`config.mk`:
```
export PLATFORM = sky130hd
export DESIGN_NAME = pupil_locator
export DESIGN_NICKNAME = d
export VERILOG_FILES = /design/src/rtl/pupil_locator.sv
export SDC_FILE = /design/constraint.sdc
export NUM_CORES = 1
export LEC_CHECK = 0
export ABC_CLOCK_PERIOD_IN_PS = 13450
export CORE_MARGIN = 5
export CORE_UTILIZATION = 53
export CTS_CLUSTER_SIZE = 20
export DETAILED_ROUTE_END_ITERATION = 6
export GPL_TIMING_DRIVEN = 0
export PLACE_DENSITY = 0.74
export REMOVE_ABC_BUFFERS = 1
export SLEW_MARGIN = 20
export SYNTH_ARGS = -nofsm -noshare
export SYNTH_HDL_FRONTEND = slang
export SYNTH_SLANG_ARGS = --single-unit
```
`constraint.sdc`:
```
create_clock -name iCLK -period 13.45 [get_ports iCLK]
set_input_delay 2.0175 -clock iCLK [delete_from_list [all_inputs] [get_ports iCLK]]
set_output_delay 2.0175 -clock iCLK [all_outputs]
set_load 0.1 [all_outputs]
```
`src/rtl/pupil_locator.sv`:
```
// Dark-region centroid finder: accumulates dark pixels inside a search window each frame,
// then divides the coordinate sums by the count with a bit-serial restoring divider.
module pupil_locator #(
    parameter int WIN_X0    = 0,
    parameter int WIN_X1    = 1280,
    parameter int WIN_Y0    = 0,
    parameter int WIN_Y1    = 1024,
    parameter int MIN_COUNT = 64
) (
    input  logic        iCLK,
    input  logic        iRST,
    input  logic        iFVAL,
    input  logic        iDVAL,
    input  logic [9:0]  iGray,
    input  logic [12:0] iH_Cont,
    input  logic [12:0] iV_Cont,
    input  logic [9:0]  iThreshold,
    output logic [12:0] oX,
    output logic [12:0] oY,
    output logic        oFound,
    output logic        oValid,
    output logic        oBusy,
    output logic        oDrop
);

    typedef enum logic [1:0] {IDLE, DIV_X, DIV_Y, DONE} state_t;

    state_t      state;
    logic        fvalReg;
    logic [9:0]  thr;
    logic [20:0] cnt;
    logic [31:0] sx;
    logic [31:0] sy;

    logic [20:0] divCnt;
    logic [31:0] divSy;
    logic [31:0] quo;
    logic [20:0] rem;
    logic [4:0]  iter;
    logic [12:0] qx;

    int          hPos;
    int          vPos;
    int          cntLatched;
    logic        inWin;
    logic        qualify;
    logic        frameEnd;
    logic        cntSat;
    logic        foundNow;

    logic [21:0] remShift;
    logic        remGe;
    logic [20:0] remSub;
    logic [20:0] remNext;

    assign hPos       = {19'd0, iH_Cont};
    assign vPos       = {19'd0, iV_Cont};
    assign inWin      = (hPos >= WIN_X0) && (hPos < WIN_X1) && (vPos >= WIN_Y0) && (vPos < WIN_Y1);
    assign qualify    = iFVAL && iDVAL && (iGray < thr) && inWin;
    assign frameEnd   = fvalReg && !iFVAL;
    assign cntSat     = &cnt;
    assign cntLatched = {11'd0, divCnt};
    assign foundNow   = (divCnt != 21'd0) && (cntLatched >= MIN_COUNT);

    // One restoring step: the dividend shifts out of quo's MSB while quotient bits enter its LSB.
    assign remShift = {rem, quo[31]};
    assign remGe    = remShift >= {1'b0, divCnt};
    assign remSub   = remShift[20:0] - divCnt;
    assign remNext  = remGe ? remSub : remShift[20:0];

    // Accumulation never waits on the divider; a frame end always starts a fresh frame.
    always_ff @(posedge iCLK or posedge iRST) begin
        if (iRST) begin
            fvalReg <= 1'b0;
            thr     <= 10'h3FF;
            cnt     <= 21'd0;
            sx      <= 32'd0;
            sy      <= 32'd0;
        end else begin
            fvalReg <= iFVAL;
            if (frameEnd) begin
                cnt <= 21'd0;
                sx  <= 32'd0;
                sy  <= 32'd0;
                thr <= iThreshold;
            end else if (qualify && !cntSat) begin
                cnt <= cnt + 21'd1;
                sx  <= sx + {19'd0, iH_Cont};
                sy  <= sy + {19'd0, iV_Cont};
            end
        end
    end

    always_ff @(posedge iCLK or posedge iRST) begin
        if (iRST) begin
            state  <= IDLE;
            divCnt <= 21'd0;
            divSy  <= 32'd0;
            quo    <= 32'd0;
            rem    <= 21'd0;
            iter   <= 5'd0;
            qx     <= 13'd0;
            oX     <= 13'd0;
            oY     <= 13'd0;
            oFound <= 1'b0;
            oValid <= 1'b0;
            oBusy  <= 1'b0;
            oDrop  <= 1'b0;
        end else begin
            oValid <= 1'b0;
            oDrop  <= frameEnd && (state != IDLE);
            case (state)
                IDLE: begin
                    if (frameEnd) begin
                        divCnt <= cnt;
                        quo    <= sx;
                        divSy  <= sy;
                        rem    <= 21'd0;
                        iter   <= 5'd0;
                        oBusy  <= 1'b1;
                        state  <= DIV_X;
                    end
                end
                DIV_X: begin
                    quo  <= {quo[30:0], remGe};
                    rem  <= remNext;
                    iter <= iter + 5'd1;
                    if (iter == 5'd31) begin
                        qx    <= {quo[11:0], remGe};
                        quo   <= divSy;
                        rem   <= 21'd0;
                        state <= DIV_Y;
                    end
                end
                DIV_Y: begin
                    quo  <= {quo[30:0], remGe};
                    rem  <= remNext;
                    iter <= iter + 5'd1;
                    if (iter == 5'd31) begin
                        state <= DONE;
                    end
                end
                DONE: begin
                    if (foundNow) begin
                        oX     <= qx;
                        oY     <= quo[12:0];
                        oFound <= 1'b1;
                    end else begin
                        oFound <= 1'b0;
                    end
                    oValid <= 1'b1;
                    oBusy  <= 1'b0;
                    state  <= IDLE;
                end
                default: state <= IDLE;
            endcase
        end
    end

endmodule

```
# Word-level counts from Yosys, hierarchy flattened
# Index checks and enable logic that the tools add are counted.
dict set report totals {
  inputBits 50
  register_bits 252
  word_cells 88
}
dict set report classes {
  reduce_logical 28
  addsub 5
  eq_ne 7
  n_mux 23
  order_cmp 7
}
# cell n
set ops {}
lappend ops {{$mux W32} 6}
lappend ops {{$mux W21} 5}
lappend ops {{$pmux W32 S3} 1}
lappend ops {{$add A32 B13 Y32} 2}
lappend ops {{$pmux W21 S3} 1}
lappend ops {{$ge A13 B1 Y1 const B} 2}
lappend ops {{$lt A13 B11 Y1 const B} 2}
lappend ops {{$ge A22 B21 Y1} 1}
lappend ops {{$add A21 B1 Y21 const B} 1}
lappend ops {{$ge A21 B7 Y1 const B} 1}
lappend ops {{$reduce_and A21 Y1} 1}
lappend ops {{$reduce_bool A21 Y1} 1}
lappend ops {{$sub A21 B21 Y21} 1}
lappend ops {{$reduce_and A2 Y1} 6}
lappend ops {{$logic_and A1 B1 Y1} 10}
lappend ops {{$lt A10 B10 Y1} 1}
lappend ops {{$pmux W5 S2} 1}
lappend ops {{$pmux W2 S4} 1}
lappend ops {{$reduce_bool A2 Y1} 4}
lappend ops {{$mux W2} 3}
lappend ops {{$ne A2 B2 Y1 const B} 3}
lappend ops {{$add A5 B1 Y5 const B} 1}
lappend ops {{$eq A5 B5 Y1 const B} 1}
lappend ops {{$mux W5} 1}
lappend ops {{9 further kinds} 13}

# Depth between registers and ports, before layout
dict set report logic_depth {
  ltp_word 8
  mapped_depth 13
}

# Least setup slack after synthesis
# No wires, ideal clock.
dict set report synth_timing {
  path_kind {input -> register}
  start {in iV_Cont[0]}
  end {reg sy[14]}
  n_path_buf 0
  t_arrival_ps 4387
  required_ps 13318
  cell_stages 10
  slack_ps 8932
  setup_ps 132
  path_cell_list {ha_1 > fa_1 > a21o_1 > a21o_1 > a2111oi_0 > o31ai_1 > o41ai_4 > nand3b_1 > xor2_1 > nor2_1}
}
dict set report synth_between {
  elab_chain_cells 6
  word_cells_on_any_way 10
  cone_classes {add/sub (1); order compare (2); mux (2); reduce/logical (5)}
}
# item line
set synth_lines {}
lappend synth_lines {{from (decl)} 16} ;# input logic [12:0] iV_Cont,
lappend synth_lines {{branches (longest 6 deep; another with $add A32 B13 Y32)} -}
lappend synth_lines {{to (signal assigned)} 89} ;# sy <= sy + {19'd0, iV_Cont};
lappend synth_lines {{to (decl)} 33} ;# logic [31:0] sy;
# Several ways; the timed one is not identified. The select of a mux whose other input is x is not followed.
# A chain may end at the register's enable or synchronous reset.

# Final worst setup path
dict set report layout_timing {
  start {in iH_Cont[12]}
  end {reg sy[29]}
}
dict set report layout_between {
  elab_chain_cells 7
  word_cells_on_any_way 8
  cone_classes {order compare (2); reduce/logical (6)}
}
# item line
set layout_lines {}
lappend layout_lines {{from (decl)} 15} ;# input logic [12:0] iH_Cont,
lappend layout_lines {{$ge A13 B1 Y1 or $lt A13 B11 Y1 (tied branches)} 58} ;# assign inWin = (hPos >= WIN_X0) && (hPos < WIN_X1) && (vPos >= WIN_Y0) && (vPos < WIN_Y1);
lappend layout_lines {{$logic_and A1 B1 Y1 * (3 in series)} 58}
lappend layout_lines {{$logic_and A1 B1 Y1 *} 59} ;# assign qualify = iFVAL && iDVAL && (iGray < thr) && inWin;
lappend layout_lines {{$logic_and A1 B1 Y1 *} 86} ;# end else if (qualify && !cntSat) begin
lappend layout_lines {{$reduce_bool A2 Y1 (no line) *} -}
# Mark *: on every way between the ends. The rest lies on a longest branch, timed or not.

==> impl_metrics.env <==
export IMPL_status="finished, final reports clean"
export IMPL_clk_pin_slew_worst_paths_ps=60
export IMPL_dpl_cell_area_mm2=0.0148
export IMPL_worst_slew_pin_slew_ps=995
export IMPL_ant_nets=0
export IMPL_tritoncts="done"
export IMPL_ctsResizeCount=0
export IMPL_vias_per_cell=5.75
export IMPL_num_nets_final=1533
export IMPL_clock_latency_ps=560
export IMPL_num_vias=10200
export IMPL_crit_required_ps=13940
export IMPL_dieArea_mm2=0.0286
export IMPL_die_width_um=169
export IMPL_drive_gt1_share_pct=11.8
export IMPL_power_density_mw_per_mm2=173
export IMPL_yosysMostFrequentCell="dfrtp_1"
export IMPL_postCtsSetupBuffers=0
export IMPL_syn_area_per_cell_um2=9.90
export IMPL_first_pass_iters=6
export IMPL_finalClockSkew_ps=30.3
export IMPL_synth_distinct_cells=66
export IMPL_drt_iter0_drc=732
export IMPL_place_congestion=0.896
export IMPL_fin_area_mm2=0.0158
export IMPL_reg2reg_slack_ps=9910
export IMPL_drv_cap=0
export IMPL_io_buffers=79
export IMPL_placed_cells=1716
export IMPL_slew_viol_final=0
export IMPL_netlist_area_mm2=0.0134
export IMPL_critPathMaxFanout=19
export IMPL_relSlewSlack_pct=33.5
export IMPL_ys_ff_latch=252
export IMPL_wl_mm=29.9
export IMPL_synth_top_area_share_pct=45.2
export IMPL_die_h_um=169
export IMPL_hold_buffers=0
export IMPL_ios=80
export IMPL_grt_max_degree=105
export IMPL_finalCritPeriodShare_pct=38.0
export IMPL_instances_no_fill=1769
export IMPL_synth_area_leaders="dfrtp_1 45%, mux2_2 7.1%, ha_1 5.9%"
export IMPL_diodes=0
export IMPL_post_route_min_period_ps=5120
export IMPL_syn2layout_area_growth_pct=17.6
export IMPL_arrival_ps=5610
export IMPL_ys_seq_area_share_pct=47.1
export IMPL_synth_commonest_cells="242 x dfrtp_1, 190 x nand2_1, 149 x o21ai_0"
export IMPL_post_drt_wl_per_cell_um=16.9
export IMPL_finalSetupViolations=0
export IMPL_dpl_hpwl_mm=20.5
export IMPL_ir_drop_mv=0.238
export IMPL_fmax_mhz=195
export IMPL_reg2regPathDepth=10
export IMPL_yosys_area_top_type="dfrtp_1"
export IMPL_h_tree_depth=1
export IMPL_hold_viol=0
export IMPL_startpoint_type="input port"
export IMPL_worst_setup_path_type="input port to flop"
export IMPL_worstHoldPathCells=2
export IMPL_yosysWarnings=0
export IMPL_grt_first_pass_wirelength_mm=50.0
export IMPL_synth_edf_count=0
export IMPL_rsz0062_at_grt="no"
export IMPL_first_global_vias=9996
export IMPL_start_util_pct=53.5
export IMPL_cts_root_buf="clkbuf_16"
export IMPL_antenna_found_initial=0
export IMPL_rows=58
export IMPL_crit_path_end_kind="flop"
export IMPL_synthArstFlopShare_pct=100
export IMPL_cts_path_max_buffers=3
export IMPL_synth_cells=1354
export IMPL_numCtsBuffers=29
export IMPL_grt_usage_pct=20.8
export IMPL_synth_ff_type="dfrtp_1"
export IMPL_p_leak_uw=0.00727
export IMPL_hp_class="flop to flop"
export IMPL_clock_sinks=252
export IMPL_core_area_mm2=0.0250
export IMPL_drc_errors=0
export IMPL_fin_setup_tns_ps=0
export IMPL_overflow=0
-- worst paths after layout --
kind / endpoint / from
min in group asynchronous: rem[4]$_DFFE_PP0P_ / iRST
setup / recovery: sy[29]$_DFFE_PP0P_ / iH_Cont[12]
setup reg to reg: sy[29]$_DFFE_PP0P_ / thr[9]$_DFFE_PP1P_
hold / removal: thr[0]$_DFFE_PP1P_ / thr[0]$_DFFE_PP1P_
hold reg to reg: thr[0]$_DFFE_PP1P_ / thr[0]$_DFFE_PP1P_
max in group asynchronous: divSy[1]$_DFFE_PP0P_ / iRST
-- registers in the layout, summed over array words and instances (netlist names), 10 cells and up --
name / flops
quo: 32
thr: 10
oX: 13
cnt: 21
oY: 13
rem: 21
sx: 32
divCnt: 21
divSy: 32
qx: 13
sy: 32
-- critical path, cell delays in order --
cell and delay [ps]:
clkdlybuf4s50_1 490, or4_4 610, nor4_2 290, o211ai_1 140
nand2_2 220, o211a_1 800, nand2_1 440, or3_1 450
a21oi_1 140
-- metrics by stage --
| stage | hold slack (ps) | setup WS (ps) | total power, uW | utilization (%) |
|---|---|---|---|---|
| final | 459 | 8330 | 2730 | 62.9 |
| after global routing | 476 | 8200 | 2910 | 62.9 |
| after CTS | 464 | 8390 | 2740 | 62.9 |
| after detailed placement | 454 | 7830 | 1960 | 59.2 |
| after global placement | 452 | 1260 | 1860 | 57.4 |
| after floorplan | 439 | 4520 | 1620 | - |
-- final cells by class --
class	instances	area, um2
clock buffers	45	836
well taps	330	413
repair buffers	92	1140
inverters	56	218
fillers	2012	9280
clock inverters	8	110
multi-input cells	986	6720
flip-flops and latches	252	6320
-- kinds of logic (layout without fill, tap and decap cells) --
family	after synthesis	after routing	share of synthesized area, %
compound gates	325	325	15.1
xor+xnor	81	81	5.29
fa+ha+maj	66	66	6.33
buf+inv	116	201	3.38
flops	252	252	47.1
mux	106	106	8.70
simple gates	408	408	14.0
-- report_power, final --
part | internal, uW | total, uW | switching, uW
clock network | 465 | 773 | 307
logic | 438 | 1070 | 627
registers | 837 | 890 | 52.8
-- routing by layer --
layer | track usage [%] | up-vias | part of all wire, %
li1 | - | 4932 | -
met1 | 29.5 | 5003 | 46
met2 | 34.9 | 190 | 49
met3 | 2.59 | 44 | 3.9
met4 | 4.17 | 0 | 1.8
met5 | 0 | - | 0
-- cells in the final DEF, fill, tap and decap left out, types with 8 or more instances in the layout --
master,synthesis,layout
nand3_1,25,25
clkbuf_16,0,29
a31oi_1,8,8
xor2_1,29,29
a22oi_1,31,31
and3_1,12,12
nand4_1,15,15
nand2_1,190,189
clkbuf_1,44,11
dfstp_2,10,10
buf_16,0,12
mux2i_1,22,22
nor4_1,10,10
nor3_1,29,29
inv_1,56,55
mux2_2,84,84
ha_1,63,62
dfrtp_1,242,242
a21o_1,24,23
a22o_1,12,12
nor2_1,75,75
o21ai_0,149,149
a21oi_1,45,44
or3_1,11,11
xnor2_1,52,52
clkdlybuf4s50_1,0,79
Note: power is estimated with default switching activity, not from simulation.
